## src/rtl/aes_job_arbiter.sv

```systemverilog
// Round-robin arbiter sharing one AES core between requesters A and B.
// Optional WAIT-state watchdog enabled by defining AES_TIMEOUT_EN.
module aes_job_arbiter #(
  parameter int CNT_W   = 16,
  parameter int TIMEOUT = 64
) (
  input  logic             CLK,
  input  logic             RST,
  input  logic             REQ_A,
  input  logic             REQ_B,
  input  logic             ENCDEC_A,
  input  logic             ENCDEC_B,
  input  logic [127:0]     KEY_A,
  input  logic [127:0]     KEY_B,
  input  logic [127:0]     TEXT_A,
  input  logic [127:0]     TEXT_B,
  output logic             ACK_A,
  output logic             ACK_B,
  output logic             VALID_A,
  output logic             VALID_B,
  input  logic             RDY_A,
  input  logic             RDY_B,
  output logic [127:0]     RESULT,
  output logic             ERR,
  output logic             CORE_START,
  output logic             CORE_ENCDEC,
  output logic [127:0]     CORE_KEY,
  output logic [127:0]     CORE_TEXTIN,
  input  logic             CORE_DONE,
  input  logic [127:0]     CORE_TEXTOUT,
  output logic [CNT_W-1:0] JOBS_DONE,
  output logic             BUSY
);

  typedef enum logic [1:0] {S_IDLE, S_ISSUE, S_WAIT, S_RESP} state_t;

  state_t             r_state;
  logic               r_prio_b;
  logic               r_gnt_b;
  logic               r_ack_a, r_ack_b;
  logic               r_valid_a, r_valid_b;
  logic               r_start;
  logic               r_encdec;
  logic [127:0]       r_key, r_text, r_result;
  logic [CNT_W-1:0]   r_jobs;
  logic               r_busy;
  logic               w_pick_b;
  logic               w_rdy;

`ifdef AES_TIMEOUT_EN
  localparam int TO_W = (TIMEOUT < 2) ? 1 : $clog2(TIMEOUT);
  logic [TO_W-1:0]    r_to_cnt;
  logic               r_err;
  assign ERR = r_err;
`else
  logic               w_unused_timeout;
  assign w_unused_timeout = (TIMEOUT < 0);
  assign ERR = 1'b0;
`endif

  // B wins only when it is alone or the pointer favours it on a tie
  assign w_pick_b = REQ_B && (!REQ_A || r_prio_b);
  assign w_rdy    = r_gnt_b ? RDY_B : RDY_A;

  always_ff @(posedge CLK) begin
    if (RST) begin
      r_state   <= S_IDLE;
      r_prio_b  <= 1'b0;
      r_gnt_b   <= 1'b0;
      r_ack_a   <= 1'b0;
      r_ack_b   <= 1'b0;
      r_valid_a <= 1'b0;
      r_valid_b <= 1'b0;
      r_start   <= 1'b0;
      r_encdec  <= 1'b0;
      r_key     <= '0;
      r_text    <= '0;
      r_result  <= '0;
      r_jobs    <= '0;
      r_busy    <= 1'b0;
`ifdef AES_TIMEOUT_EN
      r_to_cnt  <= '0;
      r_err     <= 1'b0;
`endif
    end else begin
      r_ack_a <= 1'b0;
      r_ack_b <= 1'b0;
      r_start <= 1'b0;
      case (r_state)
        S_IDLE: begin
          if (REQ_A || REQ_B) begin
            r_gnt_b  <= w_pick_b;
            r_key    <= w_pick_b ? KEY_B    : KEY_A;
            r_text   <= w_pick_b ? TEXT_B   : TEXT_A;
            r_encdec <= w_pick_b ? ENCDEC_B : ENCDEC_A;
            r_ack_a  <= !w_pick_b;
            r_ack_b  <= w_pick_b;
            r_busy   <= 1'b1;
            r_state  <= S_ISSUE;
          end
        end
        S_ISSUE: begin
          r_start <= 1'b1;
          r_state <= S_WAIT;
`ifdef AES_TIMEOUT_EN
          r_to_cnt <= '0;
`endif
        end
        S_WAIT: begin
          // DONE coincident with our own START pulse is never a real completion
          if (!r_start && CORE_DONE) begin
            r_result  <= CORE_TEXTOUT;
            r_valid_a <= !r_gnt_b;
            r_valid_b <= r_gnt_b;
            r_state   <= S_RESP;
`ifdef AES_TIMEOUT_EN
            r_err     <= 1'b0;
          end else if (r_to_cnt == TO_W'(TIMEOUT - 1)) begin
            r_result  <= '0;
            r_err     <= 1'b1;
            r_valid_a <= !r_gnt_b;
            r_valid_b <= r_gnt_b;
            r_state   <= S_RESP;
          end else begin
            r_to_cnt  <= r_to_cnt + 1'b1;
`endif
          end
        end
        S_RESP: begin
          if (w_rdy) begin
            r_valid_a <= 1'b0;
            r_valid_b <= 1'b0;
            r_jobs    <= r_jobs + 1'b1;
            r_prio_b  <= !r_gnt_b;
            r_busy    <= 1'b0;
            r_state   <= S_IDLE;
          end
        end
        default: r_state <= S_IDLE;
      endcase
    end
  end

  assign ACK_A       = r_ack_a;
  assign ACK_B       = r_ack_b;
  assign VALID_A     = r_valid_a;
  assign VALID_B     = r_valid_b;
  assign RESULT      = r_result;
  assign CORE_START  = r_start;
  assign CORE_ENCDEC = r_encdec;
  assign CORE_KEY    = r_key;
  assign CORE_TEXTIN = r_text;
  assign JOBS_DONE   = r_jobs;
  assign BUSY        = r_busy;

endmodule

```

## config.mk

```make
export PLATFORM = sky130hd
export DESIGN_NAME = aes_job_arbiter
export DESIGN_NICKNAME = d
export VERILOG_FILES = /design/src/rtl/aes_job_arbiter.sv
export SDC_FILE = /design/constraint.sdc
export NUM_CORES = 1
export LEC_CHECK = 0
export CAP_MARGIN = 40
export CORE_AREA = 2 2 408 410
export CTS_CLUSTER_DIAMETER = 80
export CTS_CLUSTER_SIZE = 30
export DETAILED_ROUTE_END_ITERATION = 16
export DIE_AREA = 0 0 410 412
export DONT_BUFFER_PORTS = 1
export PLACE_DENSITY = 0.3
export SETUP_SLACK_MARGIN = 0.5
export SLEW_MARGIN = 20
export SYNTH_ARGS = -nofsm -noshare
export SYNTH_HDL_FRONTEND = slang
export SYNTH_SLANG_ARGS = --single-unit
```

## constraint.sdc

```tcl
create_clock -name CLK -period 3.9 [get_ports CLK]
set_input_delay 0.78 -clock CLK [delete_from_list [all_inputs] [get_ports CLK]]
set_output_delay 0.78 -clock CLK [all_outputs]
set_load 0.02 [all_outputs]
```

After elaboration in Yosys (flattened, before gate mapping)
Index checks and enable logic that the tools add are counted.
{ "word_totals": {"out_inout_bits": 408, "regBits": 411, "inputBits": 649} }
{ "classes": {"n_eq_ne": 6, "bitwise": 2, "muxes": 16, "reduce_logical": 18, "addsub": 1} }
{ "ops": {"columns": ["operator", "n"], "rows": [
  ["$mux W128", 2],
  ["$add A16 B1 Y16 const B", 1],
  ["$reduce_and A3 Y1", 3],
  ["$pmux W2 S4", 1],
  ["$mux W1", 7],
  ["$mux W2", 3],
  ["$ne A2 B2 Y1 const B", 3],
  ["$pmux W1 S2", 3],
  ["$reduce_and A2 Y1", 3],
  ["$eq A2 B2 Y1 const B", 2],
  ["$logic_not A1 Y1", 4],
  ["$reduce_bool A2 Y1", 2],
  ["$reduce_or A3 Y1", 1],
  ["$eq A2 B1 Y1 const B", 1],
  ["$logic_and A1 B1 Y1", 2],
  ["$logic_not A2 Y1", 1],
  ["$logic_or A1 B1 Y1", 2],
  ["$not A1 Y1", 2]
]} }

Logic depth before layout (Yosys ltp)
{ "depth": {"ltp_word": 4, "mapped_depth": 9} }

Worst setup path before layout
OpenSTA, ideal clock, no wires.
{ "synth_path": {"path_kind": "input to register", "startpoint": "in RST", "endpoint": "reg r_key[75] (netlist: CORE_KEY[75])", "n_path_buf": 4, "path_stages": 8, "setup_time_ns": 0.060, "arrival_ns": 1.931, "setup_slack_ns": 1.909, "cell_sequence": "buf_2 -> nor2b_1 -> and3_1 -> clkbuf_1 -> buf_2 -> buf_2 -> a22oi_1 -> nand2_1"} }
{ "synth_lines": {"columns": ["element", "line_no", "source"], "rows": [
  ["start: declaration", "8", "input logic RST,"],
  ["end signal: assignment", "93", "r_key <= w_pick_b ? KEY_B : KEY_A;"],
  ["end: declaration", "44", "logic [127:0] r_key, r_text, r_result;"]
]} }

Worst setup path after layout
{ "layout_path": {"startpoint": "reg r_state[0]", "endpoint": "reg r_key[62] (netlist: CORE_KEY[62])"} }
{ "layout_between": {"elab_chain_len": 2} }
{ "layout_rtl": {"columns": ["element", "line_no", "source"], "rows": [
  ["start: declaration", "37", "state_t r_state;"],
  ["start signal: assignment", "67", "r_state <= S_IDLE;"],
  ["start signal: assignment", "99", "r_state <= S_ISSUE;"],
  ["start signal: assignment", "104", "r_state <= S_WAIT;"],
  ["$logic_not A2 Y1", "89", "case (r_state)"],
  ["$reduce_and A2 Y1 (no line)", null, null]
]} }
Every way passes these cells.
A chain may end at the register's enable or synchronous reset.

==> impl_metrics.json <==
{
  "antenna_left": 0,
  "viasPerCell": 3.18,
  "fin_worst_skew_ps": 28.3,
  "critPathBufInv": 2,
  "path_clk_slew_ps": 90,
  "netlist_instances": 1810,
  "period_share_pct": 64.4,
  "dieArea_um2": 169000,
  "core_region_area_um2": 164000,
  "tritoncts": "done",
  "setup_viol": 0,
  "peakVddDrop_v": 0.000310,
  "clk_latency_ps": 600,
  "crit_path_end_kind": "register",
  "crit_family": "simple AND/OR/NAND/NOR gates",
  "mostFrequentLayoutCells": "nand2_1, dfxtp_1, a22oi_1",
  "worst_pin_slew_ps": 973,
  "cts_max_level": 2,
  "track_usage_pct": 8.62,
  "slew_viol_final": 0,
  "ys_types": 38,
  "p_per_area_nw_per_um2": 697,
  "grt_remaining_overflow": 0,
  "synth_top_cell_area_share_pct": 55.0,
  "drt_iter0_drc": 979,
  "yosysWarnings": 0,
  "yosysTopAreaCell": "dfxtp_1",
  "root_buffer": "clkbuf_16",
  "syn_nets": 2465,
  "holdWs_ps": 251,
  "hold_viol_final": 0,
  "tns_ps": 0,
  "outcome": "finished, final reports clean",
  "numCtsBuffers": 35,
  "worstPathArrival_ps": 3020,
  "nets": 2390,
  "antenna_found_initial": 23,
  "ys_ff_latch": 411,
  "wl_per_cell_um": 20.0,
  "synthFlopType": "dfxtp_1",
  "synth_edf_count": 0,
  "relSlewSlack_pct": 35.1,
  "cp_slowest_stage_delay_ps": 620,
  "rows": 149,
  "io_buffers": 0,
  "die_w_um": 410,
  "grt_pass1_vias": 12018,
  "area_growth_pct": 25.3,
  "cts_hold_buf": 0,
  "async_reset_ff_share_pct": 0,
  "cts.sinks": 411,
  "crit_chain": "inv_1, ha_1, nor2b_1, and3_4, buf_12, a22oi_1, nand2_1",
  "grt_max_degree": 155,
  "die_y_um": 412,
  "crit_slowest_cell": "and3_4",
  "max_freq_mhz": 398,
  "cts.repair.resized": 0,
  "io_pins": 1057,
  "drive_above_1_share_pct": 5.33,
  "maxCapViolCount": 0,
  "netlist_area_um2": 15000,
  "crit_fanout": 103,
  "vias": 12610,
  "fin_crit_ps": 2510,
  "ys_seq_area_share_pct": 55.0,
  "rsz0062_at_grt": "false",
  "crit_required_ps": 4410,
  "worst-setup-path-type": "reg2reg",
  "initial_utilization_pct": 9.10,
  "grt_pass1_wl_um": 103000,
  "synth_area_per_cell_um2": 8.26,
  "synthTopCellsByArea": "dfxtp_1, nand2_1, a22oi_1",
  "hold_class": "in2reg",
  "leakagePower_nw": 6.77,
  "hpwl_um": 62500,
  "dr.pass1.iters": 7,
  "drt_wl_total_um": 79200,
  "route.detailed.drc": 0,
  "gp_congestion": 0.819,
  "clk_path_buf_depth": 3,
  "final_common_cell": "nand2_1",
  "cp-start-kind": "register",
  "cts_setup_buffers": 0
}
path summary, 6_finish.rpt:
check / startpoint / endpoint / slack (ps) / cells past startpoint
hold reg to reg: CORE_KEY[72]$_SDFFE_PP0P_ / CORE_KEY[72]$_SDFFE_PP0P_ / 540 / 2
hold / removal: RST / RESULT[3]$_SDFFE_PP0P_ / 250 / 1
setup / recovery: r_state[0]$_SDFFE_PP0P_ / CORE_KEY[62]$_SDFFE_PP0P_ / 1390 / 7
setup reg to reg: r_state[0]$_SDFFE_PP0P_ / CORE_KEY[62]$_SDFFE_PP0P_ / 1390 / 7
where the power goes:
group	internal (W)	switching (W)	total, W
Combinational	0.000722	0.00138	0.00211
Clock	0.00196	0.00198	0.00394
Sequential	0.00509	0.00193	0.00701
cell type report:
class,instances,area (um^2)
Fill cell,18945,146000
Sequential cell,411,8230
Multi-Input combinational cell,1259,6150
Tap cell,2189,2740
Clock buffer,40,936
Timing Repair Buffer,23,334
Clock inverter,24,293
Antenna cell,14,35.0
Inverter,5,18.8
cell usage after synthesis, types with 4 or more instances:
cell and instances:
a21oi_1 140, a22oi_1 257, buf_1 7, buf_2 53, clkbuf_1 74, dfxtp_1 411, ha_1 6, inv_1 5
nand2_1 777, nand2b_1 5, nand3_1 6, nand4_1 4, nor2_1 17, o31ai_1 4, or4_1 4, xor2_1 6
cell families (layout without fill, tap and decap cells):
family / Yosys count / count (layout) / share of synthesized area (%)
compound gates: 409 / 409 / 18.2
xor+xnor: 8 / 8 / 0.469
fa+ha+maj: 6 / 6 / 0.502
buf+inv: 140 / 92 / 3.98
flops: 411 / 411 / 55.0
mux: 4 / 4 / 0.310
other cells: 1 / 15 / 0.0251
simple gates: 831 / 831 / 21.5
flip-flops by register name, summed over array words and instances, names as in the netlist:
register	flops
CORE_TEXTIN	128
VALID_A	1
ACK_A	1
CORE_ENCDEC	1
CORE_KEY	128
JOBS_DONE	16
ACK_B	1
r_state	2
r_prio_b	1
RESULT	128
BUSY	1
CORE_START	1
VALID_B	1
r_gnt_b	1
per-layer routing:
metal / share of wire [%] / global-route usage, % / up-vias
met2: 47 / 14.0 / 577
li1: - / - / 5952
met5: 0.052 / 0 / -
met3: 8.4 / 3.01 / 86
met4: 3.6 / 3.49 / 6
met1: 40 / 10.3 / 5989
stage by stage:
step | util [%] | area [um^2] | power [W] | cells | setup WS, ps
after floorplan | - | 15000 | 0.00821 | 1810 | 1910
after global placement | 10.6 | 17400 | 0.00927 | 3885 | 1340
after detailed placement | 10.6 | 17500 | 0.00929 | 3887 | 1280
after CTS | 11.4 | 18700 | 0.0134 | 3951 | 1360
after global routing | 11.4 | 18700 | 0.0138 | 3961 | 1200
final | 11.4 | 18700 | 0.0131 | 3965 | 1390
Power figures use the tool's default switching activity.
